### src/rtl/shifter_right_seq.sv
// rtl/shifter_right_seq.sv - multi-cycle SRL/SRA right shifter, one barrel stage per clock; SRA gated by `SHIFTER_SRA_EN
module shifter_right_seq (
  input  logic        clk,
  input  logic        reset,
  input  logic        start,
  input  logic [31:0] dataA,
  input  logic [31:0] dataB,
  input  logic [5:0]  Signal,
  output logic [31:0] dataOut,
  output logic        busy,
  output logic        done
);

  localparam logic [5:0] FN_SRL = 6'b000010;
  localparam logic [5:0] FN_SRA = 6'b000011;

  typedef enum logic [1:0] {IDLE, SHIFT, DONE} state_t;

  state_t      state_q, state_d;
  logic [2:0]  k_q, k_d;
  logic [31:0] wrk_q, wrk_d;
  logic [4:0]  shamt_q, shamt_d;
  logic [5:0]  op_q, op_d;
  logic [31:0] out_q, out_d;

  logic        op_sra;
  logic        op_ok;
  logic        fill;
  logic [31:0] stage_val;
  logic        unused_dataB_hi;

  // Only the low five bits of the shift amount are meaningful.
  assign unused_dataB_hi = ^dataB[31:5];

`ifdef SHIFTER_SRA_EN
  assign op_sra = (op_q == FN_SRA);
`else
  assign op_sra = 1'b0;
`endif

  assign op_ok = (op_q == FN_SRL) || op_sra;

  // An arithmetic shift never changes the MSB, so the working register's
  // top bit is always the latched dataA[31] and serves as the sign fill.
  assign fill = op_sra & wrk_q[31];

  // Barrel stage for the current k: shift by 2^k when shamt[k] is set.
  always_comb begin
    stage_val = wrk_q;
    case (k_q)
      3'd0: if (shamt_q[0]) stage_val = {{1{fill}},  wrk_q[31:1]};
      3'd1: if (shamt_q[1]) stage_val = {{2{fill}},  wrk_q[31:2]};
      3'd2: if (shamt_q[2]) stage_val = {{4{fill}},  wrk_q[31:4]};
      3'd3: if (shamt_q[3]) stage_val = {{8{fill}},  wrk_q[31:8]};
      3'd4: if (shamt_q[4]) stage_val = {{16{fill}}, wrk_q[31:16]};
      default: stage_val = wrk_q;
    endcase
  end

  // Next-state and datapath update for the IDLE -> SHIFT x5 -> DONE sequence.
  always_comb begin
    state_d = state_q;
    k_d     = k_q;
    wrk_d   = wrk_q;
    shamt_d = shamt_q;
    op_d    = op_q;
    out_d   = out_q;
    case (state_q)
      IDLE: begin
        if (start) begin
          wrk_d   = dataA;
          shamt_d = dataB[4:0];
          op_d    = Signal;
          out_d   = 32'b0;
          k_d     = 3'd0;
          state_d = SHIFT;
        end
      end
      SHIFT: begin
        wrk_d = stage_val;
        k_d   = k_q + 3'd1;
        if (k_q == 3'd4) begin
          out_d   = op_ok ? stage_val : 32'b0;
          state_d = DONE;
        end
      end
      DONE: begin
        state_d = IDLE;
      end
      default: begin
        state_d = IDLE;
      end
    endcase
  end

  // State and datapath registers with synchronous reset.
  always_ff @(posedge clk) begin
    if (reset) begin
      state_q <= IDLE;
      k_q     <= 3'd0;
      wrk_q   <= 32'b0;
      shamt_q <= 5'b0;
      op_q    <= 6'b0;
      out_q   <= 32'b0;
    end else begin
      state_q <= state_d;
      k_q     <= k_d;
      wrk_q   <= wrk_d;
      shamt_q <= shamt_d;
      op_q    <= op_d;
      out_q   <= out_d;
    end
  end

  assign dataOut = out_q;
  assign busy    = (state_q != IDLE);
  assign done    = (state_q == DONE);

endmodule

### config.mk
export PLATFORM = sky130hd
export DESIGN_NAME = shifter_right_seq
export DESIGN_NICKNAME = d
export VERILOG_FILES = /design/src/rtl/shifter_right_seq.sv
export SDC_FILE = /design/constraint.sdc
export NUM_CORES = 1
export LEC_CHECK = 0
export BUFFER_PORTS_ARGS = -buffer_cell sky130_fd_sc_hd__buf_4
export CORE_MARGIN = 1
export CORE_UTILIZATION = 38
export DETAILED_ROUTE_END_ITERATION = 10
export PLACE_DENSITY = 0.68
export SETUP_SLACK_MARGIN = 0.2
export SKIP_LAST_GASP = 1
export SYNTH_ARGS = -nofsm -noshare
export SYNTH_HDL_FRONTEND = slang
export SYNTH_SLANG_ARGS = --single-unit
### constraint.sdc
create_clock -name clk -period 2.4 [get_ports clk]
set_input_delay 0.12 -clock clk [delete_from_list [all_inputs] [get_ports clk]]
set_output_delay 0.12 -clock clk [all_outputs]
set_load 0.01 [all_outputs]
==> results of run 1 <==
[logic make-up after synthesis]
logic type	after synthesis
AOI/OAI and AO/OA	200
and+or+nand+nor	197
DFF	80
buffers and inverters	64
adders and majority gates	5
muxes	3
[critical path, cell delays in order, from the launching register on]
cell and delay (ps):
dfxtp_2 350, inv_1 80, ha_1 250, and3b_2 380
buf_4 270, a22oi_1 120, o211ai_1 170, nor3_1 100
a311oi_1 270
[per-layer routing]
layer | up-vias | global-route usage, % | routed length [µm]
met4 | 0 | 7.83 | 194
met3 | 18 | 4.46 | 989
met5 | - | 0 | 0
met2 | 200 | 34.2 | 5780
met1 | 2102 | 34.0 | 6220
li1 | 2144 | - | -
[Yosys cell counts, types with 5 or more instances]
library cell | count | area share (%)
a211oi_1 | 8 | 1.4
a21boi_0 | 5 | 0.88
a21boi_1 | 9 | 1.6
a21oi_1 | 41 | 4.8
a221o_1 | 8 | 1.9
a222oi_1 | 10 | 2.3
a22oi_1 | 24 | 4.2
a311oi_1 | 5 | 1.0
a31oi_1 | 20 | 2.9
buf_2 | 19 | 2.2
clkbuf_1 | 28 | 2.5
dfxtp_1 | 80 | 37
ha_1 | 5 | 1.5
inv_1 | 9 | 0.79
nand2_1 | 120 | 11
nand3_1 | 22 | 2.6
nor2_1 | 23 | 2.0
nor2b_1 | 5 | 0.73
nor3_1 | 5 | 0.58
o211ai_1 | 11 | 1.9
o21ai_0 | 16 | 1.9
o21ai_1 | 17 | 2.0
[power groups by stage]
stage | logic (mW) | registers, mW | clock network (mW)
after floorplan | 0.363 | 1.49 | 0
after global routing | 0.618 | 1.55 | 1.02
after detailed placement | 0.511 | 1.56 | 0
final | 0.557 | 1.54 | 0.936
after global placement | 0.500 | 1.56 | 0
after CTS | 0.528 | 1.53 | 0.950
[final cells by class]
| type | instances | area (µm²) |
|---|---|---|
| multi-input cells | 406 | 2480 |
| repair buffers | 107 | 855 |
| flip-flops and latches | 80 | 1610 |
| clock buffers | 11 | 141 |
| fillers | 1058 | 5560 |
| inverters | 9 | 33.8 |
| clock inverters | 5 | 40.0 |
| well taps | 140 | 175 |
[sequential cells by signal, summed over array words and instances (netlist names)]
register and cells:
dataOut 32, state_q 2, wrk_q 32, op_q 6
shamt_q 5, k_q 3
[final timing paths]
check                  start          to  slack (ps)  depth (start not counted)
hold / removal      dataB[0]  shamt_q[0]           4                          3
setup reg to reg      k_q[0]   wrk_q[13]         310                          8
setup / recovery      k_q[0]   wrk_q[13]         310                          8
hold reg to reg   dataOut[0]  dataOut[0]         450                          2
[per-stage QoR]
| step | cell area [µm²] | setup WS [ps] | cells | hold WS (ps) | util (%) |
|---|---|---|---|---|---|
| 6_report | 5330 | 308 | 758 | 4.06 | 49.0 |
| 5_1_grt | 5330 | 157 | 758 | 8.49 | 49.0 |
| 4_1_cts | 5250 | 185 | 756 | 1.15 | 48.3 |
| 3_5_place_dp | 4990 | 75.2 | 734 | 378 | 45.8 |
| 3_3_place_gp | 4990 | 129 | 734 | 371 | 45.8 |
| 2_1_floorplan | 4280 | 495 | 549 | 256 | - |
[repair_timing]
item / in CTS / in global routing
setup buffers: 0 / 1
gates cloned: 0 / 1
pin swaps: 0 / 2
endpoints found under the hold margin: 6 / 0
hold buffers: 6 / 0
setup endpoints to repair: 23 / 50
gates resized for setup: 4 / 16
==> run metrics, run 1 <==
die area=11,700 µm²; floorplan die height=108 µm; Fin Clk Skew=11.8 ps; largest net degree at the start of global routing=57; via count=4,464; Post-synth EDFFs=0; CP arrival=2360 ps; Core Area=10,900 µm²; Yosys reg bits=80; Port-buffer cells=79; leading cell types in the layout, fill and taps excluded=120 x nand2_1, 97 x buf_4, 78 x dfxtp_1; outcome=finished, final reports clean; CTS tree=yes; DR iter-0 viols=435; Starting Density=39.3%; Synth Area in XOR/XNOR=0%; Async SR Flop Fraction=0%; Mean Syn Cell Area=~7.8 µm²; sw frac=32.3%; commonest non-fill, non-tap cell in the layout=nand2_1; initial antenna violation count=0; main combinational cell family by area after synthesis=compound AO/OA/AOI/OAI gates; Pleak=2.06 nW; Syn. warnings=0; fmax=around 0.48 GHz; Comb pwr share=18.4%; CTS H-tree lvls=3; clk_lat worst skew=370 ps; layout cells sized above 1=22.7%; grt total ovfl=0; RSZ-0062 raised after global routing=yes; Slew @ Worst Pin=664 ps; Nets=691; number of global-route vias before repair=between 4,000 and 5,000; wire length per cell=17.4 µm; Critical Path RT=2660 ps; Max Fanout on Critical Path=16; Area Growth Syn to Fin=24.6%; VDD IR max=between 0.2 and 0.3 mV; total negative slack=0 ps; first-pass GRT wire length=21.4 mm; DRT Wirelength=13.2 mm; adder-cell area share of the yosys netlist=under 10%; DIE WIDTH=approximately 110 µm; post-synthesis cell count=549; Clock Pin Slew Worst Setup and Hold Paths=90 ps; # IOs=approximately 110; hpwl dp=8.96 mm; max-cap viol count=0; crit path kind=flop to flop; Synth Area in Compound Gates=32.9%; Post-route DRC=0; number of distinct library cells after synthesis=51; row count=38; sequential share of the synthesized area=37.4%; Worst Hold Class=primary input to flop; crit start category=flop; Final Wtd Congestion=0.909; Sw Pwr=979 µW; Rel. slew slack=a little under three fifths; Syn Std Cell Area=4280 µm²; final count of hold timing violations=0; Sequential Power Share=between 50% and 60%; endpoints failing setup=0; final worst path period need=2090 ps; DR pass1 iterations=6; Slew Limit Fails=0; antenna cells=0; Power Density=569 nW/µm²; Pwr Total=3.03 mW; total CTS buffers=9; mux share of post-synthesis cell area=less than 1%; routed vias/inst=5.89; CTS root buffer=clkbuf_8; simple-gate share of the synthesized area=20.8%; clock sink count=80; Worst Setup End Kind=flop; final worst-path cycle share=87.2%; syn nets=627; clk buf depth=2; Pint=2.06 mW; Detail Route Antenna Nets=0; ys flop type=dfxtp_1; GRT Overall Usage=about a quarter; clock power share=between 30 and 40%
No activity file was read; power rests on OpenSTA's default activity.
==> run 2: changes to the inputs <==
BUFFER_PORTS_ARGS = default   (was -buffer_cell sky130_fd_sc_hd__buf_4)
DONT_BUFFER_PORTS = 1   (was default)
PLACE_DENSITY = 0.6   (was 0.68)
==> run 2 against run 1 <==
  * The run now ends with DRC left
  * Combinational power decreased by 7.2%
  * Worst setup slack worse by 21 ps
  * Sequential power about the same
  * Clock power rose by 16%
  * Die area stayed put
  * Largest cell class unchanged
==> run metrics, run 2 (synthesis results as in run 1) <==
final worst-path cycle share=88.1% (+0.90 points); crit start category=flop; endpoints failing setup=0 (unchanged); Post-route DRC=4 (+4); Core Area=10,900 µm² (unchanged); RSZ-0062 raised after global routing=yes; Rel. slew slack=52.4% (-3.1 points); wire length per cell=19.1 µm (+9.9%); Worst Hold Class=primary input to flop; fillcell total=1,086 (+2.6%); failing checks=DRC; R2R cell count=9 (+1); clk buf depth=2 (unchanged); worst slack at placement=86.6 ps (+11.4 ps); total CTS buffers=9 (unchanged); Nets=636 (-8.0%); largest net degree at the start of global routing=55 (-3.5%); worst r2r src=k_q[0]; WHS=16.6 ps (+12.5 ps); number of global-route vias before repair=3,957 (-5.0%); final count of hold timing violations=0 (unchanged); reg2reg setup slack=290 ps (-20 ps); CP arrival=2390 ps (+30 ps); CTS tree=yes; Max Fanout on Critical Path=26 (+10); Pwr Total=3.15 mW (+3.8%); floorplan die height=108 µm (unchanged); layout cells sized above 1=10.7% (-12 points); row count=38 (unchanged); Pleak=1.76 nW (-14%); Critical Path RT=2680 ps (+20 ps); Slew Limit Fails=0 (unchanged); clk_lat worst skew=380 ps (about the same); finished layout cell area=4990 µm² (-6.4%); routed vias/inst=6.00 (+1.9%); Power Density=631 nW/µm² (+11%); clock sink count=80 (unchanged); Port-buffer cells=0 (-100%); RR Endpoint=dataOut[19]; commonest non-fill, non-tap cell in the layout=nand2_1; Fin Clk Skew=11.6 ps (-0.172 ps); post-CTS setup buffer count=0 (unchanged); crit path kind=flop to flop; DR pass1 iterations=11 (+5); Starting Density=39.3% (unchanged); grt total ovfl=0 (unchanged); initial antenna violation count=0 (unchanged); Area Growth Syn to Fin=16.6%; CP endpoint=dataOut[19]; die area=11,700 µm² (unchanged); Clock Pin Slew Worst Setup and Hold Paths=90 ps (about the same); VDD IR max=0.374 mV (+29%); final worst path period need=2110 ps (+21.5 ps); GRT Overall Usage=23.8% (+0.44 points); Worst Setup End Kind=flop; first-pass GRT wire length=21.3 mm (-0.81%); DRT Wirelength=13.4 mm (+1.7%); CTS H-tree lvls=3 (unchanged); dpl cell area=4410 µm² (-12%); via count=4,211 (-5.7%); total negative slack=0 ps (unchanged); Detail Route Antenna Nets=0 (unchanged); hpwl dp=8.88 mm (-0.86%); Final Wtd Congestion=0.915 (+0.64%); antenna cells=0 (unchanged); outcome=finished with violations; leading cell types in the layout, fill and taps excluded=120 x nand2_1, 77 x dfxtp_1, 40 x a21oi_1; DR iter-0 viols=365 (-16%); CTS root buffer=clkbuf_8; Slew @ Worst Pin=710 ps (+46.6 ps); DIE WIDTH=108 µm (unchanged); # IOs=107 (unchanged); max-cap viol count=0 (unchanged); Worst Setup SP=k_q[0]; fmax=0.473 GHz (-1.0%); Setup WS post-layout=286 ps (-21.5 ps)
==> run 2: cell types whose count changed in the layout (fill, tap and decap cells not counted), moves of 2 or more <==
cell / before / now
a221oi_2: 2 / 4
a221oi_4: 3 / 1
buf_4: 97 / 18
inv_6: 2 / 0
bufinv_16: 0 / 2
dlygate4sd3_1: 6 / 30
buf_12: 2 / 4
==> run 2: area by class of cell <==
cell class,count,area (µm²),share of cell area (%)
multi-input cells,406,2440,49.0
clock buffers,10,128,2.56
repair buffers,52,515,10.3
flip-flops and latches,80,1610,32.3
well taps,140,175,3.51
clock inverters,5,82.6,1.65
inverters,9,33.8,0.677
==> run 2: per-layer routing <==
layer	vias up	GRT usage (%)	wire length, µm	share of wire, %
li1	2032	-	-	-
met1	2014	32.2	6290	47
met5	-	0	0	0
met4	0	9.69	172	1.3
met3	16	5.79	914	6.8
met2	149	36.2	6040	45
==> run 2: critical path, cell delays in order, from the launching register on <==
cell     delay [ps]
dfxtp_4         370
inv_1            60
ha_2            230
buf_4           190
nor2b_1         150
o21ai_2         200
nand3_2         120
buf_12          190
nor2b_2         190
a221o_1         290
==> run 2: worst min-delay path by stage <==
stage                     startpoint  endpoint  slack, ps  cells past startpoint
after floorplan            Signal[1]   op_q[1]        260                      2
after global placement         reset   op_q[2]        190                      1
after detailed placement       reset   op_q[2]        200                      1
after CTS                   dataA[6]  wrk_q[6]          1                      3
after global routing        dataA[6]  wrk_q[6]          4                      3
final                       dataA[6]  wrk_q[6]         20                      3
==> run 2: stage by stage <==
stage          util (%)  instances
3_5_place_dp       40.5        655
6_report           45.8        702
5_1_grt            45.8        702
4_1_cts            45.6        701
2_1_floorplan         -        549
3_3_place_gp       40.5        655
==> run 2: power by group <==
part           internal (mW)  leakage (nW)  total [mW]  switching, mW
Combinational          0.219          1.01       0.517          0.299
Clock                  0.580        0.0946        1.09          0.513
Sequential              1.40         0.656        1.54          0.141
Total                   2.20          1.76        3.15          0.953
==> run 2: timing repair <==
| item | 4_1_cts | 5_1_grt |
|---|---|---|
| setup endpoints to repair | 21 | 44 |
| endpoints found under the hold margin | 54 | 0 |
| gates cloned | 0 | 1 |
| resized for setup | 5 | 9 |
| hold buffers | 31 | 0 |
| pin swaps | 0 | 2 |
